File: src/rtl/md_issue_ctrl.sv
// md_issue_ctrl: issue control for the multiply/divide unit.
// Holds back decode while a mult/div result is pending. A shadow countdown
// mirrors the unit latency, so HI/LO reads can never see a stale value.
// Also drives the unit's start/op/operand inputs and counts completed issues.
//
// state | meaning
// IDLE  | no mult/div in flight; requests are accepted once cnt and md_busy are clear
// START | unit start cycle; an exception here cancels the operation
// EXEC  | operation running; cnt counts down the shadow latency
module md_issue_ctrl #(
    parameter int          MUL_LAT   = 5,
    parameter int          DIV_LAT   = 10,
    parameter logic [15:0] PERF_INIT = 16'h0000   // reset value of n_mul/n_div
) (
    input  logic        clk,
    input  logic        reset,
    input  logic        req_valid,
    input  logic [3:0]  req_op,
    input  logic [31:0] req_a,
    input  logic [31:0] req_b,
    input  logic        exc_req,
    input  logic        md_busy,
    output logic        md_start,
    output logic [3:0]  md_op,
    output logic [31:0] md_a,
    output logic [31:0] md_b,
    output logic        md_req,
    output logic        stall,
    output logic        issue_ack,
    output logic        rd_en,
    output logic        rd_hi,
    output logic [15:0] n_mul,
    output logic [15:0] n_div
);

    localparam logic [4:0] MUL_CNT = 5'(MUL_LAT + 1);
    localparam logic [4:0] DIV_CNT = 5'(DIV_LAT + 1);

    typedef enum logic [1:0] {
        IDLE  = 2'd0,
        START = 2'd1,
        EXEC  = 2'd2
    } state_t;

    state_t     state;
    state_t     state_nxt;
    logic [4:0] cnt;
    logic [4:0] cnt_nxt;
    logic [4:0] cnt_dec;
    logic       op_ok;
    logic       op_md;
    logic       op_mul;
    logic       op_wr;
    logic       busy_int;
    logic       start_mul;

    // Request decode, hazard detection and HI/LO read select.
    always_comb begin
        op_ok     = (req_op >= 4'd1) && (req_op <= 4'd8);
        op_md     = (req_op == 4'd1) || (req_op == 4'd2) ||
                    (req_op == 4'd7) || (req_op == 4'd8);
        op_mul    = (req_op == 4'd1) || (req_op == 4'd7);
        op_wr     = (req_op == 4'd3) || (req_op == 4'd4);
        busy_int  = (cnt != 5'd0) || md_busy || (state == START);
        stall     = req_valid && op_ok && busy_int;
        issue_ack = req_valid && op_ok && !busy_int;
        rd_en     = issue_ack && ((req_op == 4'd5) || (req_op == 4'd6));
        rd_hi     = issue_ack && (req_op == 4'd5);
        md_req    = exc_req;
        cnt_dec   = (cnt == 5'd0) ? 5'd0 : cnt - 5'd1;
        // md_op still holds the accepted op while in START
        start_mul = (md_op == 4'd1) || (md_op == 4'd7);
    end

    // Next state and shadow countdown; a new mult/div issue overrides the
    // EXEC->IDLE exit in the cycle the countdown has drained.
    always_comb begin
        state_nxt = state;
        cnt_nxt   = cnt;
        case (state)
            IDLE: begin
                state_nxt = IDLE;
            end
            START: begin
                if (exc_req) begin
                    state_nxt = IDLE;
                    cnt_nxt   = 5'd0;
                end else begin
                    state_nxt = EXEC;
                    cnt_nxt   = cnt_dec;
                end
            end
            EXEC: begin
                cnt_nxt = cnt_dec;
                if ((cnt == 5'd0) && !md_busy) begin
                    state_nxt = IDLE;
                end
            end
            default: begin
                state_nxt = IDLE;
                cnt_nxt   = 5'd0;
            end
        endcase
        if (issue_ack && op_md) begin
            state_nxt = START;
            cnt_nxt   = op_mul ? MUL_CNT : DIV_CNT;
        end
    end

    // State and countdown registers.
    always_ff @(posedge clk or posedge reset) begin
        if (reset) begin
            state <= IDLE;
            cnt   <= 5'd0;
        end else begin
            state <= state_nxt;
            cnt   <= cnt_nxt;
        end
    end

    // Registered unit inputs: start/op are single-cycle, operands hold.
    always_ff @(posedge clk or posedge reset) begin
        if (reset) begin
            md_start <= 1'b0;
            md_op    <= 4'd0;
            md_a     <= 32'd0;
            md_b     <= 32'd0;
        end else begin
            md_start <= 1'b0;
            md_op    <= 4'd0;
            if (issue_ack && op_md) begin
                md_start <= 1'b1;
                md_op    <= req_op;
                md_a     <= req_a;
                md_b     <= req_b;
            end else if (issue_ack && op_wr) begin
                md_op <= req_op;
                md_a  <= req_a;
            end
        end
    end

    // Completed-issue counters, bumped when START survives without a flush.
    always_ff @(posedge clk or posedge reset) begin
        if (reset) begin
            n_mul <= PERF_INIT;
            n_div <= PERF_INIT;
        end else if ((state == START) && !exc_req) begin
            if (start_mul) begin
                n_mul <= n_mul + 16'd1;
            end else begin
                n_div <= n_div + 16'd1;
            end
        end
    end

endmodule
File: config.mk
export PLATFORM = sky130hd
export DESIGN_NAME = md_issue_ctrl
export DESIGN_NICKNAME = d
export VERILOG_FILES = /design/src/rtl/md_issue_ctrl.sv
export SDC_FILE = /design/constraint.sdc
export NUM_CORES = 1
export LEC_CHECK = 0
export CAP_MARGIN = 10
export CORE_MARGIN = 3
export CORE_UTILIZATION = 40
export CTS_CLUSTER_DIAMETER = 30
export CTS_CLUSTER_SIZE = 30
export DETAILED_ROUTE_END_ITERATION = 16
export DONT_BUFFER_PORTS = 1
export PLACE_DENSITY_LB_ADDON = 0.12
export SETUP_SLACK_MARGIN = 0.3
export SYNTH_ARGS = -nofsm -noshare
export SYNTH_HDL_FRONTEND = slang
export SYNTH_SLANG_ARGS = --single-unit
File: constraint.sdc
create_clock -name clk -period 4.1 [get_ports clk]
set_input_delay 0.82 -clock clk [delete_from_list [all_inputs] [get_ports clk]]
set_output_delay 0.82 -clock clk [all_outputs]
set_load 0.005 [all_outputs]
# == Word level (Yosys, flattened, before mapping) ==
# Cells that the tools add are included.
# totals
inputBits,73
reg_bits,108
mem_bits_rw,0
output_inout_bits,106
latchBits,0
word_cells,70
rom_bits,0
n_memories,0
# op_classes
reduce_logical,28
n_eq_ne,14
bitwise,1
div,0
mux,14
magnitude_cmp,2
n_addsub,3
shift,0
multipliers,0
# op_table
cell,count
$mux W32,2
$add A16 B1 Y16 const B,2
$eq A4 B3 Y1 const B,5
$mux W5,3
$pmux W5 S3,1
$mux W4,3
$logic_and A1 B1 Y1,10
$logic_or A1 B1 Y1,9
$eq A4 B1 Y1 const B,2
$eq A4 B2 Y1 const B,2
$mux W2,3
$logic_not A5 Y1,1
$reduce_bool A5 Y1,1
$sub A5 B1 Y5 const B,1
$eq A4 B4 Y1 const B,1
$ge A4 B1 Y1 const B,1
$le A4 B4 Y1 const B,1
$pmux W2 S2,1
$reduce_and A2 Y1,2
$logic_not A1 Y1,3
$ne A3 B3 Y1 const B,1
$eq A2 B1 Y1 const B,1
$eq A2 B2 Y1 const B,1
$logic_not A2 Y1,1
4 further kinds,4

# == Longest topological paths before layout ==
# depth
ltp_word,8
mapped_depth,9
ltp_nobuf,7

# == Worst setup path after synthesis ==
# OpenSTA, ideal clock, no wires.
# synth_path
path_type,register to output
start,register cnt[0]
end,output port rd_hi
arrival_ps,1990
stages_incl_launch_ff,7
required_ps,3280
setup_slack_ps,1290
n_path_buf,1
path_cell_list,dfrtp_1 inv_1 ha_1 or4b_4 or4b_4 buf_6 nor4_1
# synth_between
elab_chain_cells,6
# synth_rtl
item,line,rtl
start: declaration,47,logic [4:0] cnt;
start signal: assignment,117,cnt <= cnt_nxt;
$reduce_bool A5 Y1,64,busy_int = (cnt != 5'd0) || md_busy || (state == START);
$logic_or A1 B1 Y1 (2 in a row),64,
$logic_not A1 Y1,66,issue_ack = req_valid && op_ok && !busy_int;
$logic_and A1 B1 Y1,66,
$logic_and A1 B1 Y1,68,rd_hi = issue_ack && (req_op == 4'd5);
end: declaration,31,"output logic rd_hi,"
# Every way passes these cells.

# == Final worst setup path ==
# Same ends and word-level chain as after synthesis.

==> impl_summary.txt <==
----------------------------------------------------
[Status]
  Outcome ... finished, final reports clean

[STA]
  Transition time of the tightest slew-check pin ... 1.16 ns
  Timing-limited maximum frequency ... 0.305 GHz
  Setup slack of the critical path after layout ... 0.823 ns
  Number of hold violations in the final report ... 0
  WHS ... 0.439 ns
  Clock tree skew after final layout ... 0.00522 ns
  Max-slew violation total from the final report ... 0
  Tightest slew margin relative to the limit ... 0.220
  Setup TNS ... 0 ns
  Final setup viols ... 0
  Unrepaired setup endpoints after global routing ... no
  Final Cycle Share ... 0.799
  Time the final worst path needs with I/O delays and setup ... 3.28 ns

[Power]
  Power Density ... 581 nW/um^2
  Peak supply drop ... 0.000400 V
  Post-layout total power ... ~3.0 mW
  Static leakage power ... roughly 2.5 nW

[Logic synthesis]
  Predominant post-synthesis flop cell ... dfrtp_1
  Net count after synthesis ... 426
  XOR/XNOR Fraction of Synth Area ... 0.0614
  Top cell types by occurrence after synthesis ... dfrtp_1, mux2_2, mux2_4, xor2_1, nor2_1
  Number of different library cells in the post-synthesis netlist ... 43
  Dominant combinational cell family by area after synthesis ... multiplexers
  Synth Area in Compound Gates ... 0.0351
  Post-synthesis instance area ... 4710 um^2
  Mapped Cells ... 347
  Top post-synthesis cells by area ... dfrtp_1, mux2_4, mux2_2
  Flops & latches, synth ... between 100 and 150
  Portion of the post-synthesis area used by sequential elements ... 0.574
  EDFF count, synth ... 0
  Synth async-reset ratio ... 1.00
  YS warnings ... 0
  Mean instance size in the synthesized netlist ... 13.6 um^2
  Library cell with the highest instance count after synthesis ... dfrtp_1
  Biggest area consumer among synthesized cells ... dfrtp_1
  Basic-gate share of the synthesized area counting and, or, nand and nor cells ... 0.0965
  Adder-Cell Fraction of Synth Area ... 0.0159
  Top-area cell type share of the netlist area ... 0.574
  Multiplexer area fraction after synthesis ... 0.176

[Flow run]
  Maxcap violations ... 0

[Clock tree]
  Count of hold-fix buffers inserted at cts ... 0
  Number of cells upsized or downsized after cts ... 0
  Skew-Pair Late Insertion Delay ... 0.35 ns
  CTS clock-pin slew for the worst setup and hold paths ... 0.07 ns
  Number of buffers inserted by post-CTS setup repair ... 0
  Max H-tree Level ... 3
  CTS tree ... done
  Clock root buffer ... clkbuf_16
  Maximum root-to-sink buffer count ... 2
  TritonCTS sink count ... 108
  Clock buffers created by TritonCTS ... 9

[Route]
  Initial DRC Count ... 159
  Drc violations ... 0
  Routed len/inst ... 19.1 um
  Number of nets with antenna violations after detailed routing ... 0
  Detailed-route via count ... ~2700
  Vias per Instance ... 5.37
  Detailed Routing Iterations Pass 1 ... 4
  Routed wire length ... 9460 um

[Global route]
  GRT Resource Usage Total ... 0.145
  Wire length of the first global-routing pass ... 14600 um
  Via count of the first global-routing pass ... 2694
  Total congestion overflow after global routing ... 0
  Maximum number of pins on one net before global-route repair ... 55
  Initial antenna violation count ... 1

[Worst setup path]
  Critical Path Fanout Max ... 7
  Worst reg-to-reg setup slack ... 1.11 ns
  Depth of the worst register-to-register path ... 7
  Data arrival time of the critical path ... 2.46 ns
  Type of destination of the critical path ... primary output
  Worst setup path class ... register to primary output
  Startpoint class of the critical path ... register
  First element of the critical path ... cnt[0]
  Worst r2r src ... cnt[0]
  Critical path required time ... 3.28 ns
  RR Endpoint ... md_b[0]

[Finish]
  Antenna cells ... 0
  Final cell utilization of the core ... 0.457
  Share of final-layout standard cells stronger than drive strength 1 ... 0.240
  Layout area overhead ... 8.56%
  Final cell area excluding filler cells ... around 5100 um^2
  Number of standard cells in the final layout excluding fillers ... 494
  Nets ... approximately 430

[Placed design]
  Number of buffers added on ports ... 0
  Count of placed standard cells including taps ... 478
  Total half-perimeter wirelength after legalization and detailed placement ... 6950 um
  Post-placement worst setup slack ... roughly 1.1 ns
  RePlAce Congestion ... 0.762
  Post-placement cell area ... 4790 um^2

[Hold path]
  HP Class ... input port to async pin

[Die]
  Height of the chip ... around 110 um
  Row Count ... 38
  Full die area ... 13100 um^2
  Number of ports placed on the die boundary ... 179
  Core Box Area ... between 10000 and 15000 um^2
  Initial cell density of the core ... 0.421
  DIE WIDTH ... around 110 um

----------------------------------------------------
metal layers:
metal / part of all wire / global-route usage / vias up
met5: 0.00095 / 0 / -
met4: 0.021 / 0.0649 / 2
met3: 0.10 / 0.0661 / 16
met2: 0.46 / 0.215 / 122
met1: 0.41 / 0.180 / 1301
li1: - / - / 1212
area by class of cell:
type / count / area (um^2)
Clock inverter: 6 / 88.8
Timing Repair Buffer: 3 / 22.5
Tap cell: 140 / 175
Inverter: 17 / 67.6
Sequential cell: 108 / 2700
Fill cell: 982 / 6060
Multi-Input combinational cell: 210 / 1820
Clock buffer: 10 / 229
worst max-delay path: stages, from the launching register on:
cell and delay, ns:
dfrtp_1 0.42, inv_1 0.08, ha_1 0.21, or4b_4 0.50, or4b_4 0.55, nor4_1 0.36
report_power, final:
group          switching, mW  leakage (nW)  internal (mW)
Clock                  0.385         0.149          0.535
Combinational          0.147         0.942          0.314
Sequential             0.242          1.43           1.35
Total                  0.774          2.52           2.20
layout by cell type, fill, tap and decap left out, types with 3 or more instances in the layout:
master and n:
xnor2_1 15, nor3_1 9, nor3b_1 3, and3_1 3, nand4_1 8, mux2_1 5
o21ai_0 8, dfrtp_1 108, buf_4 3, inv_1 15, mux2_4 26, nand2_1 12
clkbuf_16 9, xor2_1 18, mux2_2 34, nor4_1 4, ha_1 6, nand3_1 11
nor2_1 17
how the worst max path moves through the flow:
stage	end	slack [ns]
after global routing	rd_hi	0.67
after floorplan	cnt[0]	0.43
after global placement	md_b[30]	1.17
after detailed placement	md_b[0]	1.09
after CTS	rd_hi	0.78
final	rd_hi	0.82
flip-flops by register name (all words and copies together) (netlist names):
| name | cells |
|---|---|
| md_a | 32 |
| md_b | 32 |
| n_div | 16 |
| n_mul | 16 |
| cnt | 5 |
| md_op | 4 |
| state | 2 |
| md_start | 1 |
kinds of logic after synthesis:
group           count (synthesis)
mux                            65
simple gates                   82
flops                         108
fa+ha+maj                       6
xor+xnor                       33
compound gates                 24
buf+inv                        29
(Power assumes the default switching activity.)
